$ cat config.mk
export PLATFORM = sky130hd
export DESIGN_NAME = array_mask_1r1w_ext
export DESIGN_NICKNAME = d
export VERILOG_FILES = /design/src/rtl/array_mask_1r1w_ext.sv
export SDC_FILE = /design/constraint.sdc
export NUM_CORES = 1
export LEC_CHECK = 0
export CAP_MARGIN = 25
export CORE_MARGIN = 2
export CORE_UTILIZATION = 34
export DETAILED_ROUTE_END_ITERATION = 10
export SLEW_MARGIN = 20
export SYNTH_ARGS = -nofsm -noshare
export SYNTH_HDL_FRONTEND = slang
export SYNTH_SLANG_ARGS = --single-unit
$ cat constraint.sdc
create_clock -name clock -period 1.35 [get_ports clock]
set_clock_uncertainty 0.1 [all_clocks]
set_input_delay 0.135 -clock clock [delete_from_list [all_inputs] [get_ports clock]]
set_output_delay 0.135 -clock clock [all_outputs]
set_load 0.05 [all_outputs]
$ cat src/rtl/array_mask_1r1w_ext.sv
// array_mask_1r1w_ext: masked 1-write/1-read SRAM model with 1- or 2-cycle
// registered read, hold-last read data and a defined collision policy.
//
// Ports:
//   clock, reset_n            single rising-edge clock, async active-low reset
//   W0_en/addr/mask/data      write port, per-lane mask of MASK_GRAN bits
//   R0_en/addr                read request, sampled at the rising edge
//   R0_data/R0_valid          read result (held) and one-cycle retire pulse
//
// Build option: define ARRAY_BYPASS_EN for write-first collisions;
// otherwise a same-address read and write return the pre-write contents.
module array_mask_1r1w_ext #(
    parameter int DEPTH     = 8,
    parameter int WIDTH     = 30,
    parameter int MASK_GRAN = 15,
    parameter int READ_LAT  = 1,
    localparam int MASK_SEG = WIDTH / MASK_GRAN,
    localparam int ADDR_W   = (DEPTH > 2) ? $clog2(DEPTH) : 1
) (
    input  logic                clock,
    input  logic                reset_n,
    input  logic                W0_en,
    input  logic [ADDR_W-1:0]   W0_addr,
    input  logic [MASK_SEG-1:0] W0_mask,
    input  logic [WIDTH-1:0]    W0_data,
    input  logic                R0_en,
    input  logic [ADDR_W-1:0]   R0_addr,
    output logic [WIDTH-1:0]    R0_data,
    output logic                R0_valid
);

    if (READ_LAT != 1 && READ_LAT != 2) begin : g_bad_lat
        $error("array_mask_1r1w_ext: READ_LAT must be 1 or 2");
    end
    if (WIDTH % MASK_GRAN != 0) begin : g_bad_gran
        $error("array_mask_1r1w_ext: WIDTH must be a multiple of MASK_GRAN");
    end

    // One extra bit so DEPTH itself is representable for range checks.
    localparam logic [ADDR_W:0] DEPTH_L = (ADDR_W + 1)'(DEPTH);

    logic [WIDTH-1:0] mem_q [DEPTH];

    logic             wr_hit;
    logic             wr_en;
    logic             rd_hit;
    logic [WIDTH-1:0] wr_word_d;
    logic [WIDTH-1:0] rd_word;

    logic             s1_valid_q, s1_valid_d;
    logic [WIDTH-1:0] s1_data_q,  s1_data_d;

    always_comb begin
        wr_hit    = W0_en && ({1'b0, W0_addr} < DEPTH_L);
        rd_hit    = R0_en && ({1'b0, R0_addr} < DEPTH_L);
        wr_en     = wr_hit && reset_n;
        wr_word_d = '0;
        rd_word   = '0;
        if (wr_hit) begin
            wr_word_d = mem_q[W0_addr];
        end
        if (rd_hit) begin
            rd_word = mem_q[R0_addr];
        end
        for (int i = 0; i < MASK_SEG; i++) begin
            if (W0_mask[i]) begin
                wr_word_d[i*MASK_GRAN +: MASK_GRAN] =
                    W0_data[i*MASK_GRAN +: MASK_GRAN];
            end
        end
`ifdef ARRAY_BYPASS_EN
        // Write-first: lanes being written forward the incoming data.
        if (rd_hit && wr_hit && (W0_addr == R0_addr)) begin
            for (int i = 0; i < MASK_SEG; i++) begin
                if (W0_mask[i]) begin
                    rd_word[i*MASK_GRAN +: MASK_GRAN] =
                        W0_data[i*MASK_GRAN +: MASK_GRAN];
                end
            end
        end
`endif
    end

    // Contents are never reset; writes are blocked while reset is held.
    always_ff @(posedge clock) begin
        if (wr_en) begin
            mem_q[W0_addr] <= wr_word_d;
        end
    end

    // Out-of-range reads still retire, with rd_word left at zero.
    always_comb begin
        s1_valid_d = R0_en;
        s1_data_d  = R0_en ? rd_word : s1_data_q;
    end

    always_ff @(posedge clock or negedge reset_n) begin
        if (!reset_n) begin
            s1_valid_q <= 1'b0;
            s1_data_q  <= '0;
        end else begin
            s1_valid_q <= s1_valid_d;
            s1_data_q  <= s1_data_d;
        end
    end

    if (READ_LAT == 2) begin : g_lat2
        logic             s2_valid_q, s2_valid_d;
        logic [WIDTH-1:0] s2_data_q,  s2_data_d;

        always_comb begin
            s2_valid_d = s1_valid_q;
            s2_data_d  = s1_valid_q ? s1_data_q : s2_data_q;
        end

        always_ff @(posedge clock or negedge reset_n) begin
            if (!reset_n) begin
                s2_valid_q <= 1'b0;
                s2_data_q  <= '0;
            end else begin
                s2_valid_q <= s2_valid_d;
                s2_data_q  <= s2_data_d;
            end
        end

        assign R0_data  = s2_data_q;
        assign R0_valid = s2_valid_q;
    end else begin : g_lat1
        assign R0_data  = s1_data_q;
        assign R0_valid = s1_valid_q;
    end

endmodule

==> out/metrics.yaml <==
status: "complete, but fails checks"
failed_checks: "setup timing"
crit_slowest_cell: "dfrtp_1"
layout-drive-gt1-share: 0.209
slew_violations: 0
grt_start_max_net_pins: 34
clk_latency_ns: 0.52
whs_path_depth: 4
drc: 0
power_density_nw_per_um2: 1380
antenna_found_initial: 2
path_depth: 1
syn_inst: 637
io_buffers: 72
worstPathMaxFanout: 2
die_h_um: 182
track_usage: 0.146
period_share: 1.01
cts.path.max_buffers: 3
grt-ovfl-total: 0
vias_per_cell: 4.96
slowest_delay_ns: 0.44
path_cells: "buf_12"
setup_ws_ns: -0.0140
stdcell_area_um2: 13800
placed_area_um2: 12800
hpwl_um: 15300
drv_cap: 0
max_freq_mhz: 733
critical_path_class: "flip-flop to output pin"
cp.buffers_inverters: 1
die_x_um: 182
p_leak_nw: 4.72
ios: 73
gp_congestion: 0.755
avgSynthCellArea_um2: 16.9
ant_nets: 0
rsz0062_at_grt: "yes"
hold_path_class: "primary input to flip-flop"
fill_cells: 2750
hold_violations: 0
ys_warn_count: 0
multi_input_area_um2: 2590
rr_worst_depth: 3
fin_nets: 811
relSlewSlack: 0.708
clk_pin_slew_ns: 0.06
clockRootBuffer: "clkbuf_16"
ys_ff_latch: 271
routed_wl_um: 24100
rows: 65
setup_viol: 4
ys_seq_area_frac: 0.740
cp_top_family: "flip-flops"
htreeDepth: 1
syn_to_final_growth_pct: 27.9
min_period_ns: 1.36
endpoint_kind: "output pin"
tightestPinTransition_ns: 0.438
synth_flop_cell: "edfxtp_1"
synth_edf_count: 240
start_util: 0.344
grt_pass1_wl_um: 36600
cp_data_required_time_ns: 1.12
irDropWorstVdd_v: 0.000944
syn-num-nets: 679
grt_pass1_vias: 6051
reg2reg_slack_ns: 0.16
vias: 5913
cts.sinks: 271
start_kind: "flip-flop"
arrival_ns: 1.13
dp.cells: 1136
regArea_um2: 7990
coreArea_um2: 31400
synthArstFlopShare: 0.114
cts_tree: "yes"
synth.distinct_cells: 22
die_area_um2: 33200
fin_cells: 1193
dr.pass1.iters: 5
drt_first_iter_violations: 421
wl_per_cell_um: 20.2
cts_inserted_buffers: 27
synth_area_um2: 10800
routing by layer:
metal / track usage / wire length [um]
met1: 0.202 / 11000
met2: 0.241 / 11600
met3: 0.0251 / 1180
met4: 0.0335 / 295
met5: 0 / 0
Yosys cell counts (6+ instances only):
cell type  instances  area, um2
mux2i_1           90        901
and2_1            30        188
a211o_1           30        263
clkbuf_1          19       71.3
buf_2              6       30.0
a41o_1            30        300
nand3_1           30        150
edfxtp_1         240       7210
nor2b_1           59        369
a22oi_1           30        225
buf_6              8       90.1
nor2_1            13       48.8
dfrtp_1           31        776
state kept, by name, summed over array words and instances, names as in the netlist:
register	flops
R0_data	30
R0_valid	1
mem_q	240
report_power, final:
group	total, W	internal [W]	switching, W	leakage (nW)
combinational	0.00185	0.000862	0.000988	2.03
clock	0.00775	0.00467	0.00308	0.451
sequential	0.00944	0.00931	0.000130	2.25
total	0.0190	0.0148	0.00420	4.72
logic make-up (layout without fill, tap and decap cells):
logic type,Yosys count,after routing,synth area share
mux,90,90,0.0835
compound gates,90,90,0.0731
simple gates,146,146,0.0782
buf+inv,40,192,0.0252
flops,271,271,0.740
other cells,0,2,0
layout by cell type (no fill, tap or decap), types with 3 or more instances in the layout:
master	count
and2_1	30
clkinvlp_4	4
nand2b_1	3
a211o_1	30
mux2i_1	90
nor2_1	7
nand3_1	30
dlymetal6s2s_1	4
a41o_1	30
dfrtp_2	4
buf_4	52
a22oi_1	29
clkinv_2	8
nor2_2	6
buf_12	46
clkdlybuf4s50_1	34
nor2b_1	59
edfxtp_1	240
dfrtp_1	27
clkbuf_16	28
bufinv_16	5
metrics by stage:
| stage | TNS (ns) | utilization | total power [W] | hold WS, ns | setup WS (ns) |
|---|---|---|---|---|---|
| after floorplan | -37.87 | - | 0.0105 | -0.261 | -0.212 |
| after global placement | -182.38 | 0.406 | 0.0115 | 0.110 | -0.536 |
| after detailed placement | -190.97 | 0.406 | 0.0115 | 0.109 | -0.547 |
| after CTS | -0.184 | 0.437 | 0.0192 | 0.129 | -0.0358 |
| after global routing | -0.385 | 0.439 | 0.0197 | 0.157 | -0.0441 |
| final | -0.0234 | 0.439 | 0.0190 | 0.144 | -0.0140 |
worst paths after layout:
check | start | end
min | R0_addr[0] | R0_data[20]$_DFFE_PN0P_
max in group asynchronous | reset_n | R0_data[29]$_DFFE_PN0P_
min reg2reg | mem_q[5][28]$_DFFE_PP_ | R0_data[28]$_DFFE_PN0P_
max reg2reg | mem_q[4][1]$_DFFE_PP_ | R0_data[1]$_DFFE_PN0P_
min in group asynchronous | reset_n | R0_data[2]$_DFFE_PN0P_
max | R0_data[26]$_DFFE_PN0P_ | R0_data[26]
layout make-up:
| class | instances | share of cell area |
|---|---|---|
| multi-input combinational | 326 | 0.188 |
| clock buffer | 29 | 0.0503 |
| sequential | 271 | 0.579 |
| timing repair buffer | 143 | 0.129 |
| tap | 402 | 0.0365 |
| clock inverter | 20 | 0.0171 |
| antenna | 2 | 0.000363 |
repair_timing:
action / CTS / global route
hold endpoints to repair: 33 / 0
pin swaps: 0 / 5
setup endpoints to repair: 10 / 228
cloned: 0 / 1
gates resized for setup: 3 / 12
setup buffers: 0 / 3
hold buffers: 2 / 0
Note: power is estimated with default switching activity, not from simulation.
